===== config.mk =====
export PLATFORM = sky130hd
export DESIGN_NAME = key_load_ctrl
export DESIGN_NICKNAME = d
export VERILOG_FILES = /design/src/rtl/key_load_ctrl.sv
export SDC_FILE = /design/constraint.sdc
export NUM_CORES = 1
export LEC_CHECK = 0
export ABC_AREA = 1
export ABC_CLOCK_PERIOD_IN_PS = 3800
export BUFFER_PORTS_ARGS = -buffer_cell sky130_fd_sc_hd__buf_2
export CAP_MARGIN = 20
export CORE_UTILIZATION = 39
export DETAILED_ROUTE_END_ITERATION = 6
export PLACE_DENSITY = 0.57
export SLEW_MARGIN = 15
export SYNTH_ARGS = -nofsm -noshare
export SYNTH_HDL_FRONTEND = slang
export SYNTH_SLANG_ARGS = --single-unit

===== constraint.sdc =====
create_clock -name clk50M -period 3.8 [get_ports clk50M]
set_input_delay 0.76 -clock clk50M [delete_from_list [all_inputs] [get_ports clk50M]]
set_output_delay 0.76 -clock clk50M [all_outputs]
set_load 0.01 [all_outputs]

===== src/rtl/key_load_ctrl.sv =====
// Debounced push-button load controller: synchronizes key_n/sw_i, debounces the key and
// emits a one-cycle active-low load strobe with a switch snapshot. Optional: AUTO_REPEAT_EN.
module key_load_ctrl #(
   parameter int unsigned WIDTH           = 4,
   parameter int unsigned DEBOUNCE_CYCLES = 1000000,
   parameter int unsigned REPEAT_CYCLES   = 25000000
) (
   input  logic             clk50M,
   input  logic             rst,
   input  logic             key_n,
   input  logic [WIDTH-1:0] sw_i,
   output logic             load_n,
   output logic [WIDTH-1:0] data_o,
   output logic             pressed
);

   localparam int unsigned      CNT_W    = $clog2(DEBOUNCE_CYCLES + 1);
   localparam logic [CNT_W-1:0] CNT_LAST = CNT_W'(DEBOUNCE_CYCLES - 1);

   if (DEBOUNCE_CYCLES < 1 || REPEAT_CYCLES < 1) begin : g_bad_param
      $error("key_load_ctrl: DEBOUNCE_CYCLES and REPEAT_CYCLES must be >= 1");
   end

   typedef enum logic [1:0] {
      IDLE       = 2'd0,
      PRESS_DB   = 2'd1,
      HELD       = 2'd2,
      RELEASE_DB = 2'd3
   } state_t;

   state_t           r_state;
   logic [CNT_W-1:0] r_cnt;
   logic [1:0]       r_key_sync;
   logic [WIDTH-1:0] r_sw_meta;
   logic [WIDTH-1:0] r_sw_sync;
   logic             r_load_n;
   logic [WIDTH-1:0] r_data;
   logic             w_key;

`ifdef AUTO_REPEAT_EN
   localparam int unsigned      RPT_W    = $clog2(REPEAT_CYCLES + 1);
   localparam logic [RPT_W-1:0] RPT_LAST = RPT_W'(REPEAT_CYCLES - 1);
   logic [RPT_W-1:0] r_rpt;
`endif

   // Key flops reset to the released level so reset deassertion never looks like a press.
   always_ff @(posedge clk50M or negedge rst) begin
      if (!rst) begin
         r_key_sync <= 2'b11;
         r_sw_meta  <= '0;
         r_sw_sync  <= '0;
      end else begin
         r_key_sync <= {r_key_sync[0], key_n};
         r_sw_meta  <= sw_i;
         r_sw_sync  <= r_sw_meta;
      end
   end

   assign w_key = r_key_sync[1];

   always_ff @(posedge clk50M or negedge rst) begin
      if (!rst) begin
         r_state  <= IDLE;
         r_cnt    <= '0;
         r_load_n <= 1'b1;
         r_data   <= '0;
`ifdef AUTO_REPEAT_EN
         r_rpt    <= '0;
`endif
      end else begin
         // NOTE: non-blocking default; a strobe assigned later in this block overrides it,
         // so load_n is high again on the edge after it was driven low.
         r_load_n <= 1'b1;
         case (r_state)
            IDLE: begin
               if (!w_key) begin
                  r_state <= PRESS_DB;
                  r_cnt   <= '0;
               end
            end
            PRESS_DB: begin
               if (w_key) begin
                  r_state <= IDLE;
                  r_cnt   <= '0;
               end else if (r_cnt == CNT_LAST) begin
                  r_state  <= HELD;
                  r_cnt    <= '0;
                  r_load_n <= 1'b0;
                  r_data   <= r_sw_sync;
`ifdef AUTO_REPEAT_EN
                  r_rpt    <= '0;
`endif
               end else begin
                  r_cnt <= r_cnt + CNT_W'(1);
               end
            end
            HELD: begin
               if (w_key) begin
                  r_state <= RELEASE_DB;
                  r_cnt   <= '0;
`ifdef AUTO_REPEAT_EN
               end else if (r_rpt == RPT_LAST) begin
                  r_load_n <= 1'b0;
                  r_data   <= r_sw_sync;
                  r_rpt    <= '0;
               end else begin
                  r_rpt <= r_rpt + RPT_W'(1);
`endif
               end
            end
            RELEASE_DB: begin
               if (!w_key) begin
                  r_state <= HELD;
                  r_cnt   <= '0;
`ifdef AUTO_REPEAT_EN
                  r_rpt   <= '0;
`endif
               end else if (r_cnt == CNT_LAST) begin
                  r_state <= IDLE;
                  r_cnt   <= '0;
               end else begin
                  r_cnt <= r_cnt + CNT_W'(1);
               end
            end
            default: begin
               r_state <= IDLE;
               r_cnt   <= '0;
            end
         endcase
      end
   end

   assign load_n  = r_load_n;
   assign data_o  = r_data;
   assign pressed = (r_state == HELD) || (r_state == RELEASE_DB);

endmodule


======== Word-level counts from Yosys, hierarchy flattened ========
Index checks and enable logic that the tools add are counted.
word-level totals
  register bits ........................... 37
  logic and storage cells ................. 38
operators by class
  $add $sub $neg .......................... 1
  eq/ne operators ......................... 8
  mux-type cells .......................... 16
  bitwise operators ....................... 1
  reductions and logical operators ........ 5
operators by type and width
  operator               number
  $mux 20                5
  $pmux 20 s4            1
  $add 20x1->20 const B  1
  $eq 20x20->1 const B   1
  $mux 2                 6
  $pmux 2 s4             1
  $ne 3x3->1 const B     2
  $eq 2x2->1 const B     2
  $ne 2x2->1 const B     2
  $reduce_and 4->1       1
  $mux 1                 3
  $reduce_and 3->1       1
  $eq 2x1->1 const B     1
  $logic_not 2->1        1
  $reduce_and 2->1       1
  $logic_or 1x1->1       1
  $not 1->1              1

======== Logic depth before layout (Yosys ltp) ========
Gate-level depths: netlist of the first run.
  depth in word-level cells ............... 4
  mapped depth ............................ 9

======== Worst setup path before layout of the first run ========
No wires, ideal clock.
  path type ............................... reg2reg
  start point ............................. register r_cnt[0]
  end point ............................... register r_cnt[12]
  arrival time ............................ 1331 ps
  data required time ...................... 3683 ps
  slack ................................... 2352 ps
  cell stages (with the launch flop) ...... 9
  path buffers ............................ 0
  clock period less this slack ............ 1448 ps
  cell sequence ........................... dfrtp_1 -> ha_1 -> nand2_1 -> nor2_2 -> nand2_2 -> nor2_4 -> or2_2 -> nand3_1 -> nand2_1
on the way
  cells in the longest elaborated chain, start to end .. 4
RTL lines
  what                                                  line     text
  start: declaration                                    32       logic [CNT_W-1:0] r_cnt;
  start signal: assignment                              94       r_cnt <= r_cnt + CNT_W'(1);
  start signal: assignment                              122      r_cnt <= r_cnt + CNT_W'(1);
  $add 20x1->20 / $eq 20x20->1 (equally long branches)  --
  $mux 20 *                                             85, 118
  $mux 20, on equally long branches                     112, 82
  $pmux 20 s4 *                                         74       case (r_state)
Every way passes the cells marked *; elsewhere a longest branch is shown, timed or not.
A chain may end at the register's enable or synchronous reset.

======== Worst setup path in the final report of the first run ========
  start point ............................. register r_load_n (netlist: load_n)
  end point ............................... output load_n
RTL lines
  what                      line  text
  start: declaration        36    logic r_load_n;
  start signal: assignment  65    r_load_n <= 1'b1;
  start signal: assignment  73    r_load_n <= 1'b1;
  start signal: assignment  88    r_load_n <= 1'b0;
  end: declaration          12    output logic load_n,
No word-level cell between the ends.

==> results of run 1 <==
==> through the flow <==
step	instances	setup slack (ns)
after CTS	320	2.10
after global placement	312	2.24
after floorplan	238	2.35
after detailed placement	312	2.20
after global routing	320	2.05
final	320	2.12
==> how the worst max path moves through the flow <==
stage | from | to | slack [ns] | depth (start not counted)
floorplan | r_cnt[0] | r_cnt[12] | 2.35 | 8
global placement | r_cnt[0] | flop | 2.24 | 8
detailed placement | r_cnt[0] | flop | 2.20 | 8
CTS | load_n | load_n | 2.10 | 1
global route | r_cnt[0] | flop | 2.05 | 8
finish | load_n | load_n | 2.12 | 1
==> kinds of logic (layout without fill, tap and decap cells) <==
group / count (synthesis) / after routing / share of synthesized area
simple gates: 144 / 144 / 0.349
flops: 37 / 37 / 0.481
buf+inv: 30 / 45 / 0.0674
compound gates: 17 / 17 / 0.0551
xor+xnor: 9 / 9 / 0.0408
fa+ha+maj: 1 / 1 / 0.00648
==> cells in the final DEF (no fill, tap or decap), types with 6 or more instances in the layout <==
cell type  netlist  routed
nor2_4           6       6
nand3_1         21      21
nand2_2          6       6
buf_2            2      12
nand2_1         77      77
o22ai_1          6       6
xor2_1           8       8
nor2_1          21      21
clkbuf_8         0       6
inv_1           21      21
dfrtp_1         34      34
==> flip-flops by register name, indices dropped and copies added (netlist names), named ones only <==
register / cells
load_n: 1
r_sw_sync: 4
r_key_sync: 2
r_cnt: 20
data_o: 4
r_state: 1
r_sw_meta: 4
==> metal layers <==
metal  GRT usage  wire length (µm)  vias up
li1            -                 -      778
met1       0.225              1900      676
met2       0.244              1570       19
met3      0.0431               137        8
met4      0.0763                95        0
met5           0                 0        -
==> power by group <==
group	leakage (nW)	internal [mW]	switching, mW	total [mW]
sequential	0.483	0.417	0.0230	0.440
clock	0.0455	0.148	0.129	0.277
combinational	0.430	0.0450	0.119	0.164
==> layout make-up <==
type	count	share of cell area
flip-flops and latches	37	0.437
multi-input cells	171	0.410
inverters	25	0.0441
clock buffers	8	0.0423
well taps	67	0.0394
repair buffers	12	0.0282
==> results.txt, run 1 <==
Width of the chip - 72.4 µm
GRT Resource Usage Total - 0.165
Worst hold path class - reg2reg
Max Cap Viol - 0
First-pass GRT wire length - 6590 µm
DR pass1 iterations - 4
Hold path cells - 0
RSZ-0062 raised after global routing - false
Max FO, Critical Path - 1
Via count - 1481
Clock Skews - 0.00612 ns
Net Count, Synth - 246
TNS Setup - 0 ns
CP required - 3.04 ns
GRT overflow - 0
Worst relative slew slack - 0.443
Max clock buf depth - 2
Yosys top cell area share - 0.440
Fmax - 0.595 GHz
# diodes - 0
Syn-to-layout area delta - 10.2%
Synth top cells by count - 77 x nand2_1, 34 x dfrtp_1, 21 x inv_1, 21 x nand3_1, 21 x nor2_1
Critical path type - reg2out
Async SR Flop Fraction - 1.00
Lkg Pwr - 0.959 nW
Yosys cell types - 28
Pwr dens - 414 mW/mm²
Endpoints failing hold - 0
CP bufs+invs - 1
CTS tree - built
Power Total - 0.881 mW
TritonCTS buffer count - 5
Pins over their slew limit - 0
Setup crit start kind - flop
DR iter-0 viols - 74
Min-delay src - r_sw_meta[0]
Wirelength per Cell - 11.6 µm
Clk Latency, worst-skew pair - 0.29 ns
Synth Register Bits - 37
Final setup vio count - 0
Final core utilization - 0.448
Via density - 4.63
Cts repair resizes - 0
Root Buffer - clkbuf_8
Area after DPL - 0.00204 mm²
R2R depth - 8
Fin crit period - 1.68 ns
Drt total wl - 3710 µm
Initial core utilization - 0.406
Mapped Cells - 238
Slew of the pin with the lowest slew margin - 0.836 ns
Final net count - 260
Launch point of the worst reg-to-reg path - r_cnt[0]
Post-CTS Setup Bufs - 0
Site Rows - 25
Worst-path clk slew - 0.06 ns
FF+latch area - 930 µm²
Hold_ws - 0.348 ns
Multi-input combinational cell area - 872 µm²
Crit-path leading delay family - flip-flops
Die height - 72.4 µm
Endpoint, Worst Hold - r_sw_sync[0]
CP max stage cell - dfstp_2
Die area - 0.00524 mm²
Synth area leader - dfrtp_1
Fillers - 509
Largest net degree at the start of global routing - 38
Post-synth EDFFs - 0
Outcome - complete, no violations
Global placement routability congestion - 0.816
Crit path cell chain - buf_2
Ports - 13
Ratio of final minimum period to clock period - 0.442
Seq/Total Area, Yosys - 0.481
CTS Sinks - 37
Fin area - 0.00213 mm²
Slowest stage delay, CP - 0.52 ns
PortBufs - 12
Synthesized area per cell - 8.12 µm²
Initial antenna violation count - 0
Post-synth top flop - dfrtp_1
H-tree depth - 2
Yosys warns - 0
DRC - 0
Fraction of layout cells with a size suffix above 1 - 0.186
Crit path DAT - 0.92 ns
Worst setup EP type - output port
Core ar. - 0.00475 mm²
Detailed placement HPWL - 2710 µm
Routed Antenna Nets - 0
Cell with the most instances after synthesis - nand2_1
Vias in the first global route - 1411
Main area contributors after synthesis - dfrtp_1 44%, nand2_1 15%, nand3_1 5.4%
VDD IR-drop max - 184 µV
R2r setup slk - 2.20 ns
Post-Syn Area - 0.00193 mm²
Hold_buf cts - 0
Note: power is estimated with default switching activity, not from simulation.
==> run 2: changes to the inputs <==
Settings changed: ABC_CLOCK_PERIOD_IN_PS 3800 to 1570.
Clock period 3.8 ns to 1.57 ns, I/O delays scaled along.
==> run 2 against run 1 <==
  * Utilization is 3.4 points higher
  * Global-route usage is 0.80 points higher
  * Cell count is 2.8% higher
  * Critical endpoint is now r_cnt[17]
  * Critical path depth is 6 higher
  * Sequential share of layout area is 3.0 points lower
  * Largest cell class unchanged
  * Clock-buffer cell count is 3 lower
  * Sequential power is 140% higher
  * Flip-flop and latch count stayed put
==> results.txt, run 2 (same netlist as run 1, synthesis figures left out) <==
DR iter-0 viols - 141
TritonCTS buffer count - 5
DRC - 0
Outcome - complete, no violations
R2r setup slk - 0.13 ns
First-pass GRT wire length - 6690 µm
Largest Register - r_cnt
Clk pwr share - 0.398
Endpoints failing hold - 0
Launch point of the worst reg-to-reg path - r_cnt[8]
Width of the chip - 72.4 µm
Die area - 0.00524 mm²
CP required - 1.77 ns
Syn-to-layout area delta - 18.6%
Endpoint, Worst Hold - r_key_sync[0]
Via density - 4.54
GRT Resource Usage Total - 0.173
CP max stage cell - dfrtp_1
Max Cap Viol - 0
Multi-input combinational cell area - 902 µm²
Drt total wl - 3920 µm
Finished Layout Cells - 329
Worst relative slew slack - 0.742
Fin crit period - 1.44 ns
H-tree depth - 2
Wirelength per Cell - 11.9 µm
Hold path cells - 1
Site Rows - 25
Placed Cells - 319
Pins over their slew limit - 0
Final setup vio count - 0
Fraction of layout cells with a size suffix above 1 - 0.233
Ports - 13
GRT overflow - 0
Final net count - 269
Seq pwr share - 0.415
Combinational share of power - 0.187
Pwr dens - 1110 mW/mm²
DR pass1 iterations - 4
Max clock buf depth - 2
Switch share - 0.294
Root Buffer - clkbuf_8
CTS Sinks - 37
Largest register FFs - 20
Pint - 1.80 mW
Final core utilization - 0.482
Worst setup EP type - flop
TNS Setup - 0 ns
Slowest stage delay, CP - 0.45 ns
Crit path cell chain - nand2_1, nor2_1, inv_1, nor2_4, nand4_1, nand3_1, nand2_1
Ratio of final minimum period to clock period - 0.914
FF+latch area - 931 µm²
VDD IR-drop max - 528 µV
FF-to-FF End - r_cnt[17]
Worst hold path class - in2reg
Setup crit start kind - flop
Core ar. - 0.00475 mm²
PortBufs - 12
Clock Skews - 0.00577 ns
Via count - 1493
Crit path from - r_cnt[8]
Routed Antenna Nets - 0
Max FO, Critical Path - 5
Vias in the first global route - 1372
Min-delay src - key_n
Die height - 72.4 µm
Fmax - 0.697 GHz
Psw - 0.748 mW
Global placement routability congestion - 0.857
# diodes - 0
Fillers - 504
Commonest non-fill, non-tap cell in the layout - nand2_1
Crit path DAT - 1.64 ns
Largest net degree at the start of global routing - 24
Initial core utilization - 0.406
Critical path type - reg2reg
Most frequent cells in the layout - 76 x nand2_1, 33 x dfrtp_1, 21 x inv_1, 21 x nor2_1, 20 x nand3_1
Worst-path clk slew - 0.08 ns
Lkg Pwr - 1.03 nW
Initial antenna violation count - 0
Most frequent CP cell - nand2_1
CTS tree - built
RSZ-0062 raised after global routing - true
Clk Latency, worst-skew pair - 0.30 ns
R2R depth - 7
Power Total - 2.55 mW
Detailed placement HPWL - 2860 µm
Slew of the pin with the lowest slew margin - 0.386 ns
-- run 2: how the worst max path moves through the flow --
stage / endpoint / cells after the start
4_1_cts: r_cnt[17] / 7
3_5_place_dp: r_cnt[17] / 7
6_report: r_cnt[17] / 7
5_1_grt: flop / 8
3_3_place_gp: r_cnt[17] / 7
2_1_floorplan: r_cnt[12] / 8
-- run 2: power groups by stage --
stage                     clock network (mW)  logic (mW)  registers [mW]
final                                   1.01       0.475            1.06
after global routing                    1.09       0.535            1.07
after CTS                               1.04       0.461            1.05
after detailed placement                   0       0.459            1.07
after global placement                     0       0.458            1.07
after floorplan                            0       0.323            1.07
-- run 2: final cells by class --
cell class | count | area share
clock buffers | 5 | 0.0300
clock inverters | 3 | 0.0300
inverters | 25 | 0.0410
multi-input cells | 171 | 0.394
flip-flops and latches | 37 | 0.406
well taps | 67 | 0.0366
repair buffers | 21 | 0.0623
-- run 2: critical path: cells and delay by family, from the launching register on --
kind,cells,cell delay (ns)
flip-flops,1,0.45
buffers and inverters,1,0.11
AND/OR/NAND/NOR,6,0.79
-- run 2: what timing repair did --
action | 4_1_cts | 5_1_grt
hold buffers | 1 | 0
gates resized for setup | 0 | 7
endpoints found under the hold margin | 12 | 0
endpoints found under the setup margin | 0 | 13
buffers inserted | 0 | 1
-- run 2: stage by stage --
step | worst slack (ns) | area, µm² | hold WS [ns]
floorplan | 0.122 | 1930 | 0.0184
global placement | 0.112 | 2100 | 0.258
detailed placement | 0.0852 | 2100 | 0.258
CTS | 0.0660 | 2250 | 0.106
global route | -0.0249 | 2290 | 0.0996
finish | 0.135 | 2290 | 0.109
-- run 2: per-layer routing --
| metal | wire length, µm | GRT usage | vias to the layer above |
|---|---|---|---|
| met3 | 120 | 0.0583 | 7 |
| li1 | - | - | 788 |
| met1 | 2080 | 0.237 | 686 |
| met2 | 1660 | 0.255 | 12 |
| met5 | 0 | 0 | - |
| met4 | 60 | 0.0588 | 0 |
